$ cat src/rtl/moore_fsm_nol_pkg.sv
// Shared state type and detect-state constant for the 1101 sequence detector.
package moore_fsm_nol_pkg;

  typedef enum logic [2:0] {
    S0 = 3'd0,
    S1 = 3'd1,
    S2 = 3'd2,
    S3 = 3'd3,
    S4 = 3'd4
  } state_e;

  localparam state_e DETECT_STATE = S4;

endpackage

$ cat src/rtl/moore_fsm_nol.sv
// Moore detector for serial pattern 1101, non-overlapping; out is high for one
// cycle after the edge that samples the final 1. No handshake, no backpressure.
module moore_fsm_nol
  import moore_fsm_nol_pkg::*;
(
  input  logic clk,
  input  logic rst,
  input  logic in,
  output logic out
);

  state_e r_state;
  state_e w_next;

  always_ff @(posedge clk or posedge rst) begin
    if (rst) begin
      r_state <= S0;
    end else begin
      r_state <= w_next;
    end
  end

  // S4 never reuses matched bits; its sampled bit may only open a new match.
  always_comb begin
    w_next = S0;
    case (r_state)
      S0:      w_next = in ? S1 : S0;
      S1:      w_next = in ? S2 : S0;
      S2:      w_next = in ? S2 : S3;
      S3:      w_next = in ? S4 : S0;
      S4:      w_next = in ? S1 : S0;
      default: w_next = S0;
    endcase
  end

  assign out = (r_state == DETECT_STATE);

endmodule

$ cat config.mk
export PLATFORM = sky130hd
export DESIGN_NAME = moore_fsm_nol
export DESIGN_NICKNAME = d
export VERILOG_FILES = /design/src/rtl/moore_fsm_nol_pkg.sv /design/src/rtl/moore_fsm_nol.sv
export SDC_FILE = /design/constraint.sdc
export NUM_CORES = 1
export LEC_CHECK = 0
export BUFFER_PORTS_ARGS = -buffer_cell sky130_fd_sc_hd__buf_2
export CORE_AREA = 5 5 42 44
export CTS_CLUSTER_SIZE = 8
export DETAILED_ROUTE_END_ITERATION = 8
export DIE_AREA = 0 0 47 49
export GPL_ROUTABILITY_DRIVEN = 0
export GPL_TIMING_DRIVEN = 1
export PLACE_DENSITY = 0.3
export SETUP_SLACK_MARGIN = 0.2
export SLEW_MARGIN = 10
export SYNTH_ARGS = -nofsm -noshare
export SYNTH_HDL_FRONTEND = slang
export SYNTH_SLANG_ARGS = --single-unit
$ cat constraint.sdc
create_clock -name clk -period 1.1 [get_ports clk]
set_clock_uncertainty 0.15 [all_clocks]
set_input_delay 0.11 -clock clk [delete_from_list [all_inputs] [get_ports clk]]
set_output_delay 0.11 -clock clk [all_outputs]
set_load 0.02 [all_outputs]
* Yosys cells after proc, flatten, opt, wreduce, memory -nomap -nowiden
Cells that the tools add are included.
** Word-level totals
- Bits in latches :: 0
- Register bits :: 3
- Memories :: 0
- Output and inout port bits :: 1
- Word-level logic and storage cells :: 12
- Bits of input ports :: 3
- ROM bits :: 0
- RAM bits :: 0
** Cells by class
- Magnitude comparators :: 0
- $add $sub $neg :: 0
- Multiplexer cells :: 5
- Equality and inequality tests :: 4
- Multipliers :: 0
- Reduce and logical (&&, ||, !) cells :: 2
- Shift-type cells :: 0
- Div/mod/pow operators :: 0
- Bitwise gates (word level) :: 0
** Operators with widths (count)
- case mux 3 bit (4 select lines) :: 1
- == test 3 x 2 -> 1 bit, second input constant :: 2
- == test 3 x 1 -> 1 bit, second input constant :: 1
- == test 3 bit, second input constant :: 1
- logical NOT 3 bit :: 1
- two-way mux 3 bit :: 1
- two-way mux 1 bit :: 2
- two-way mux 2 bit :: 1
- OR reduction 2 bit :: 1

* Logic depth before layout (Yosys ltp)
Gate-level depths: netlist of the first run.
- Word-level depth :: 3
- Mapped depth :: 2
- Depth with buffers taken out :: 2

* Worst setup path after synthesis of the first run
Ideal clock, no wire load.
- Path type :: reg2out
- Start :: reg r_state[1]
- End :: out out
- Slack :: -0.091 ns
- Cell stages (with the launch flop) :: 2
- Path buffers :: 0
- Arrival time :: 0.931 ns
- Required time :: 0.840 ns
- Cell sequence :: dfrtp_1 -> nor3b_1
** On the way
- Cells in the longest elaborated chain, start to end :: 1
** Ends and longest elaborated chain
- start, declared :: RTL line moore_fsm_nol.sv:12 : state_e r_state;
- start signal, assigned :: RTL line moore_fsm_nol.sv:19 : r_state <= w_next;
- == test 3 bit :: RTL line moore_fsm_nol.sv:36 : assign out = (r_state == DETECT_STATE);
- end, declared :: RTL line moore_fsm_nol.sv:9 : output logic out
Every way passes these cells.

* Worst setup path in the final report of the first run
Ends and elaborated chain as after synthesis.

==> out/results.tsv, run 1 <==
metric	value	unit
status	finished, violations left	
failing checks	negative setup slack	
synthesized-area fraction occupied by adder cells	0	%
Setup Viol. Count Final	3	
routed wire length	331	um
Hold Vio Cnt, Final	0	
Max Cap Violations	0	
worst hold margin	2.80	ps
worst-path cell with the longest stage delay	dfrtp_2	
Biggest register	r_state	
First-pass DRT Iterations	4	
largest family of logic cells by synthesized area	simple AND/OR/NAND/NOR gates	
RSZ-0062 raised after global routing	yes	
I/O Buffers	3	
Clk pwr share	37.3	%
nature of the critical path endpoint	output port	
Post-Synth XOR/XNOR Area	0	%
die area	2300	um2
Seq cells post-synth	3	
layout cells sized above 1	45.5	%
Sw Share	29.0	%
Comb power frac	27.4	%
number of antenna diodes	0	
Worst-Skew Late Latency	230	ps
Max Fclk	817	MHz
Cell Pwr Density	2290	nW/um2
dpl cells	31	
WL per Instance	8.71	um
grt total ovfl	0	
Worst EP required	840	ps
Least-Margin Pin Slew	125	ps
critical path startpoint	r_state[1]	
internal power	0.376	mW
Largest regs	r_state x3	
CTS tree	yes	
Sequential Power Share	35.4	%
Initial Util	9.73	%
Synth cell types	9	
max FFs per register	3	
Finished Layout Cells	38	
CTS buffer count	3	
CTS max path bufs	2	
DR vias/cell	3.03	
Post-Synthesis Mean Instance Area	11.4	um2
Slew headroom	91.7	%
CTS root buf	clkbuf_4	
r2r worst-path depth	3	
sequential area share after synthesis	55.0	%
WP data arrival	960	ps
switching power	0.154	mW
largest net degree at the start of global routing	7	
DP HPWL	192	um
period utilization	111	%
Leakage	0.109	nW
fin crit period	1220	ps
mux cell area share after synthesis	0	%
Final WS setup	-124	ps
final slew viol count	0	
first-pass GRT wire length	552	um
Chip Width	47	um
Synth Area in Compound Gates	7.34	%
class of the worst hold path	primary input to flip-flop	
Detailed Route Iter0 Violations	3	
Placeable Area	1400	um2
Synthesized Nets	15	
Post-Syn Area	136	um2
critical-path cell list	nor3b_2, buf_4	
# nets final	26	
WS Path Type	flip-flop to output port	
Top-Level Pins	4	
H-tree Lvls	1	
antenna violations before repair	0	
yosys warns	0	
Die Y-Extent	49	um
DRC viols	0	
vias in the first global route	126	
Synth Area in Simple Gates	34.9	%
crit path max fanout	4	
placed instance area	176	um2
DR vias	115	
crit start category	flip-flop	
Finished Core Util	16.5	%
Final Instance Area	231	um2
Reg-to-Reg Start	r_state[1]	
worst ir drop on vdd	0.518	mV
Cells after Synth	12	
Hold Startpoint	in	
clk sinks	3	
worst hold stages	3	
Post-DRT Antenna Nets	0	
Area Growth Syn to Fin	69.7	%
clock slew seen by the registers of the worst setup and hold paths	40	ps
total track usage	3.53	%
Max stage delay on crit path	420	ps
Rows	14	
==> critical path: cells and delay by family (launching register included) <==
family,cells,cell delay (ps)
buffers and inverters,1,160
AND/OR/NAND/NOR,1,150
flip-flops,1,420
==> power groups by stage <==
stage	logic (mW)	registers, mW	clock network [mW]
floorplan	0.0654	0.181	0
global placement	0.0787	0.193	0
detailed placement	0.0813	0.191	0
CTS	0.118	0.185	0.212
global route	0.158	0.191	0.217
finish	0.145	0.187	0.197
==> placed cells by master, fill, tap and decap left out, drive strengths merged <==
| master | n |
|---|---|
| nand3b | 1 |
| clkbuf | 4 |
| dfrtp | 3 |
| a21oi | 2 |
| inv | 1 |
| or2b | 1 |
| and4b | 1 |
| buf | 5 |
| dlygate4sd3 | 1 |
| nand2b | 1 |
| or3b | 1 |
| nor3b | 1 |
==> repair_timing <==
item	CTS	global route
endpoints found under the setup margin	4	4
pin swaps	1	0
hold buffers	1	0
endpoints found under the hold margin	4	0
buffers inserted	1	1
resized for setup	1	1
cloned	0	0
==> logic make-up after synthesis <==
| kind of cell | Yosys count |
|---|---|
| AND/OR/NAND/NOR | 6 |
| AO/OA/AOI/OAI | 2 |
| flip-flops | 3 |
| buffers and inverters | 1 |
==> routing by layer <==
| layer | up-vias | global-route usage (%) | routed length (um) | share of wire [%] |
|---|---|---|---|---|
| met3 | 0 | 1.11 | 28 | 8.5 |
| met2 | 7 | 2.94 | 111 | 34 |
| met5 | - | 0 | 0 | 0 |
| met1 | 47 | 5.54 | 190 | 57 |
| li1 | 61 | - | - | - |
| met4 | 0 | 4.15 | 0 | 0 |
==> worst paths after layout <==
kind / endpoint / slack [ps]
max: out / -120
min in group asynchronous: r_state[2] / 130
min reg2reg: r_state[1] / 330
min: r_state[0] / 3
max in group asynchronous: r_state[1] / 530
max reg2reg: r_state[0] / -90
==> area by class of cell <==
type	count	area [um2]
clock buffer	4	26.3
fill	169	1170
inverter	1	3.75
multi-input combinational	8	62.6
sequential	3	76.3
tap	16	20.0
timing repair buffer	6	42.5
==> per-stage QoR <==
step                      worst slack (ps)  TNS [ps]  power, mW
after global routing                  -178      -358      0.567
after detailed placement             -14.6     -14.6      0.272
after global placement               -5.01     -5.01      0.272
after CTS                             -147      -177      0.514
final                                 -124      -242      0.530
after floorplan                       53.6         0      0.246
==> synthesized netlist by cell type <==
master    instances  share of area [%]
nand2b_1          1                4.6
or3b_1            1                6.4
nor3b_1           1                5.5
a21oi_1           2                7.3
nand3b_1          1                5.5
and4b_1           1                7.3
inv_1             1                2.7
dfrtp_1           3                 55
or2b_1            1                5.5
Note: power is estimated with default switching activity, not from simulation.
==> run 2, diff against run 1 <==
--- a/config.mk
+++ b/config.mk
@@ -5,7 +5,7 @@
 export SDC_FILE = /design/constraint.sdc
 export NUM_CORES = 1
 export LEC_CHECK = 0
-export BUFFER_PORTS_ARGS = -buffer_cell sky130_fd_sc_hd__buf_2
+export BUFFER_PORTS_ARGS = -buffer_cell sky130_fd_sc_hd__clkbuf_2
 export CORE_AREA = 5 5 42 44
 export CTS_CLUSTER_SIZE = 8
 export DETAILED_ROUTE_END_ITERATION = 8
==> run 2 against run 1 <==
Net effect:
- the run still ends with negative setup slack left
- routed wire length is 4.5% lower
- highest routed layer unchanged
- largest power group unchanged
- count of clock-buffer cells in the layout stayed put
- critical endpoint unchanged
- first-iteration DRC count is 67% lower
- die area stayed put
- setup slack worse by 25 ps
- via count is 3.5% higher
- sequential power is 6% higher
==> out/results.tsv, run 2 (synthesis results as in run 1) <==
metric	value	unit	change
number of antenna diodes	0		unchanged
dpl cells	31		unchanged
Least-Margin Pin Slew	121	ps	-3.98 ps
max FFs per register	3		unchanged
crit start category	flip-flop		
worst ir drop on vdd	0.452	mV	-13%
critical path startpoint	r_state[0]		
Area Growth Syn to Fin	65.1	%	
Worst EP required	840	ps	about the same
Placeable Area	1400	um2	unchanged
# nets final	25		-3.8%
vias in the first global route	128		+1.6%
CTS max path bufs	2		unchanged
Final WS setup	-149	ps	-25.2 ps
Leakage	0.103	nW	-5.5%
antenna violations before repair	0		unchanged
Reg-to-Reg Start	r_state[2]		
failing checks	negative setup slack		
most frequent cells in the layout	3 x clkbuf_4, 2 x a21oi_1, 2 x clkbuf_2, 2 x buf_4, 2 x dfrtp_2		
die area	2300	um2	unchanged
Hold Vio Cnt, Final	0		unchanged
Biggest register	r_state		
Finished Core Util	16.1	%	-0.45 points
Largest regs	r_state x3		
Slew headroom	91.9	%	+0.27 points
commonest non-fill, non-tap cell in the layout	clkbuf_4		
Max Cap Violations	0		unchanged
Total Power	0.509	mW	-3.8%
R2R Setup Slk	-20	ps	+70 ps
RSZ-0062 raised after global routing	yes		
largest net degree at the start of global routing	7		unchanged
CTS root buf	clkbuf_4		
Chip Width	47	um	unchanged
clock slew seen by the registers of the worst setup and hold paths	40	ps	about the same
WS Path Type	flip-flop to output port		
Final Instance Area	225	um2	-2.7%
Die Y-Extent	49	um	unchanged
Post-DRT Antenna Nets	0		unchanged
Setup Viol. Count Final	2		-1
DR vias/cell	3.22		+6.3%
I/O Buffers	3		unchanged
crit path max fanout	4		unchanged
r2r endpoint	r_state[0]		
routed wire length	316	um	-4.5%
first-pass GRT wire length	517	um	-6.3%
grt total ovfl	0		unchanged
class of the worst hold path	primary input to flip-flop		
WL per Instance	8.54	um	-2.0%
fin crit period	1250	ps	+25.2 ps
total track usage	3.82	%	+0.29 points
Finished Layout Cells	37		-2.6%
First-pass DRT Iterations	2		-2
Initial Util	9.73	%	unchanged
placed instance area	176	um2	unchanged
DRC viols	0		unchanged
H-tree Lvls	1		unchanged
CTS buffer count	3		unchanged
Max Fclk	801	MHz	-2.0%
period utilization	114	%	+2.3 points
nature of the critical path endpoint	output port		
final slew viol count	0		unchanged
CTS tree	yes		
Rows	14		unchanged
r2r worst-path depth	2		-1
status	finished, violations left		
Top-Level Pins	4		unchanged
clk sinks	3		unchanged
Worst-Skew Late Latency	240	ps	about the same
layout cells sized above 1	47.6	%	+2.2 points
Cell Pwr Density	2260	nW/um2	-1.2%
DR vias	119		+3.5%
WP data arrival	990	ps	+30 ps
worst setup path endpoint	out		
Detailed Route Iter0 Violations	1		-2
## run 2: cell types whose count changed in the layout (fill, tap and decap cells not counted)
| cell | change |
|---|---|
| clkbuf_2 | +2 |
| buf_2 | -2 |
| dfrtp_2 | +1 |
| dfrtp_1 | -1 |
| buf_4 | -1 |
## run 2: power breakdown
group | switching (mW) | internal, mW
combinational | 0.0365 | 0.0719
sequential | 0.0448 | 0.153
clock | 0.0667 | 0.137
total | 0.148 | 0.361
## run 2: what timing repair did
item,CTS,global route
endpoints found under the setup margin,4,4
pin swaps,1,1
hold buffers,1,0
resized for setup,1,3
hold endpoints to repair,5,0
buffers inserted,0,1
## run 2: cell type report
class | instances | area [um2]
Sequential cell | 3 | 77.6
Timing Repair Buffer | 5 | 35.0
Tap cell | 16 | 20.0
Fill cell | 162 | 1180
Inverter | 1 | 3.75
Multi-Input combinational cell | 8 | 62.6
Clock buffer | 4 | 26.3
## run 2: critical path, stage by stage, from the launching register on
cell and delay [ps]:
dfrtp_2 420, nor3b_2 170, buf_4 160
## run 2: how the worst min path moves through the flow
stage | from | to | depth (start not counted)
floorplan | rst | r_state[0] | 1
global placement | rst | r_state[2] | 2
detailed placement | rst | r_state[0] | 2
CTS | in | r_state[0] | 3
global route | in | r_state[1] | 3
finish | in | r_state[0] | 3
## run 2: through the flow
| step | hold slack [ps] | worst slack (ps) | setup TNS [ps] |
|---|---|---|---|
| 6_report | 6.90 | -149 | -166 |
| 5_1_grt | 14.7 | -229 | -276 |
| 4_1_cts | -8.88 | -191 | -220 |
| 3_5_place_dp | -190 | -24.3 | -24.3 |
| 3_3_place_gp | -197 | -5.04 | -5.04 |
| 2_1_floorplan | -286 | 53.6 | 0 |
## run 2: per-layer routing
metal | vias to the layer above | wire, um | global-route usage [%]
met4 | 0 | 0 | 6.91
li1 | 60 | - | -
met2 | 6 | 115 | 2.71
met5 | - | 0 | 0
met1 | 53 | 162 | 4.67
met3 | 0 | 38 | 2.21
==> run 3, diff against run 2 <==
--- a/config.mk
+++ b/config.mk
@@ -6,10 +6,10 @@
 export NUM_CORES = 1
 export LEC_CHECK = 0
 export BUFFER_PORTS_ARGS = -buffer_cell sky130_fd_sc_hd__clkbuf_2
-export CORE_AREA = 5 5 42 44
+export CORE_AREA = 2 2 39 41
 export CTS_CLUSTER_SIZE = 8
 export DETAILED_ROUTE_END_ITERATION = 8
-export DIE_AREA = 0 0 47 49
+export DIE_AREA = 0 0 41 43
 export GPL_ROUTABILITY_DRIVEN = 0
 export GPL_TIMING_DRIVEN = 1
 export PLACE_DENSITY = 0.3
==> constraint.sdc (replaced) <==
create_clock -name clk -period 1.1 [get_ports clk]
set_clock_uncertainty 0.15 [all_clocks]
set_input_delay 0.165 -clock clk [delete_from_list [all_inputs] [get_ports clk]]
set_output_delay 0.165 -clock clk [all_outputs]
set_load 0.02 [all_outputs]
==> run 3 against run 2 <==
Net effect:
- the flow still finishes with violations (negative setup slack)
- register-to-register slack worse by 110 ps
- sequential power down 11%
- routed wire length up 5.4%
- non-clock buffer count grew 3
- highest routed layer is now met2
- global-route usage up 1.8 points
- utilization up 2.5 points
- fmax decreased by 1.8%
- critical path type unchanged
- worst hold slack better by 67 ps
==> out/results.tsv, run 3 (synthesis results as in run 1) <==
metric	value	unit	change
fillers	161		-0.62%
Final WS setup	-172	ps	-23.3 ps
Hold Startpoint	in		
class of the worst hold path	primary input to flip-flop		
Max Cap Violations	0		unchanged
CTS buffer count	3		unchanged
CTS root buf	clkbuf_4		
WP data arrival	960	ps	-30 ps
CTS tree	yes		
Largest regs	r_state x3		
clock slew seen by the registers of the worst setup and hold paths	40	ps	about the same
First-pass DRT Iterations	1		-1
Area Growth Syn to Fin	88.1	%	
DR vias/cell	3.35		+4.2%
final slew viol count	0		unchanged
R2R Setup Slk	-130	ps	-110 ps
Setup Viol. Count Final	3		+1
die area	1760	um2	-23%
failing checks	negative setup slack		
critical-path cell list	nor3b_2, buf_4		
Post-DRT Antenna Nets	0		unchanged
WL met3	0	um	-100%
Leakage	0.122	nW	+19%
Worst-Skew Late Latency	230	ps	about the same
DRC viols	0		unchanged
vias in the first global route	160		+25%
antenna violations before repair	0		unchanged
Finished Core Util	18.5	%	+2.5 points
post-route setup TNS	-388	ps	-221 ps
worst hold stages	3		unchanged
H-tree Lvls	1		unchanged
Least-Margin Pin Slew	122	ps	+1.18 ps
Rows	14		unchanged
Die Y-Extent	43	um	-12%
r2r worst-path depth	4		+2
DP Worst Slack	-14.5	ps	+9.81 ps
Slew headroom	91.8	%	-0.11 points
worst ir drop on vdd	0.402	mV	-11%
CTS max path bufs	2		unchanged
WS Path Type	flip-flop to output port		
Max Fclk	786	MHz	-1.8%
period utilization	116	%	+2.1 points
DR vias	134		+13%
uppermost layer routed	met2		
Biggest register	r_state		
first-pass GRT wire length	558	um	+7.9%
# nets final	28		+12%
WL per Instance	8.33	um	-2.5%
critical path startpoint	r_state[1]		
Initial Util	9.86	%	+0.12 points
Max stage delay on crit path	390	ps	-30 ps
RSZ-0062 raised after global routing	yes		
Cell Pwr Density	2270	nW/um2	+0.38%
grt total ovfl	0		unchanged
wire length on met1	93	um	-43%
worst-path cell with the longest stage delay	dfrtp_1		
Detailed Route Iter0 Violations	0		-1
commonest non-fill, non-tap cell in the layout	buf_4		
nature of the critical path endpoint	output port		
largest net degree at the start of global routing	6		-1
status	finished, violations left		
clk sinks	3		unchanged
layout cells sized above 1	54.2	%	+6.5 points
max FFs per register	3		unchanged
total track usage	5.64	%	+1.8 points
routed wl met2	240	um	+110%
Worst EP required	780	ps	-60 ps
r2r endpoint	r_state[1]		
crit start category	flip-flop		
Reg-to-Reg Start	r_state[0]		
Hold Vio Cnt, Final	0		unchanged
number of antenna diodes	0		unchanged
crit path max fanout	2		-2
hold endpoint	r_state[0]		
routed wire length	333	um	+5.4%
DP HPWL	204	um	
Placeable Area	1380	um2	-1.2%
Chip Width	41	um	-13%
fin crit period	1270	ps	+23.3 ps
most frequent cells in the layout	4 x buf_4, 3 x clkbuf_4, 3 x dfrtp_1, 2 x a21oi_2, 2 x clkbuf_2		
worst hold margin	73.7	ps	+66.8 ps
Top-Level Pins	4		unchanged
I/O Buffers	3		unchanged
==> run 3: changes by cell type in the layout (fill, tap and decap cells not counted) <==
cell,delta
a21oi_2,+2
buf_4,+2
dfrtp_1,+2
a21oi_1,-2
dfrtp_2,-2
buf_6,+1
==> run 3: worst max path at each step <==
stage	slack (ps)	endpoint	cells past startpoint
6_report	-170	out	2
5_1_grt	-200	out	2
4_1_cts	-210	out	2
3_5_place_dp	-10	r_state[0]	2
3_3_place_gp	-20	r_state[0]	2
2_1_floorplan	40	out	1
==> run 3: critical path: cells and delay by family, from the launching register on <==
kind / cells / cell delay, ps
and+or+nand+nor: 1 / 180
buffers and inverters: 1 / 160
DFF: 1 / 390
==> run 3: repair_timing <==
| item | in CTS | in global routing |
|---|---|---|
| endpoints found under the setup margin | 4 | 4 |
| setup buffers | 2 | 1 |
| hold buffers | 1 | 0 |
| pin swaps | 1 | 2 |
| gates resized for setup | 2 | 3 |
| hold endpoints to repair | 3 | 0 |
==> run 3: final cells by class <==
class                           count  area, um2  area share, %
Tap cell                           16       20.0           7.80
Timing Repair Buffer                8       61.3           23.9
Multi-Input combinational cell      8       70.1           27.3
Inverter                            1       3.75           1.46
Clock buffer                        4       26.3           10.2
Sequential cell                     3       75.1           29.3
==> run 3: layer usage <==
metal  vias up  track usage (%)
li1         65                -
met1        69             2.92
met2         0             9.06
met3         0             3.14
met4         0             8.00
met5         -                0
==> run 3: where the power goes <==
part,total (mW),internal [mW],switching [mW]
registers,0.176,0.147,0.0289
logic,0.215,0.133,0.0818
clock network,0.191,0.136,0.0554
==> run 3: metrics by stage <==
| step | total power [mW] | instances | cell area [um2] |
|---|---|---|---|
| detailed placement | 0.281 | 32 | 184 |
| global placement | 0.282 | 32 | 184 |
| floorplan | 0.246 | 12 | 141 |
| global route | 0.616 | 40 | 256 |
| finish | 0.582 | 40 | 256 |
| CTS | 0.545 | 39 | 241 |
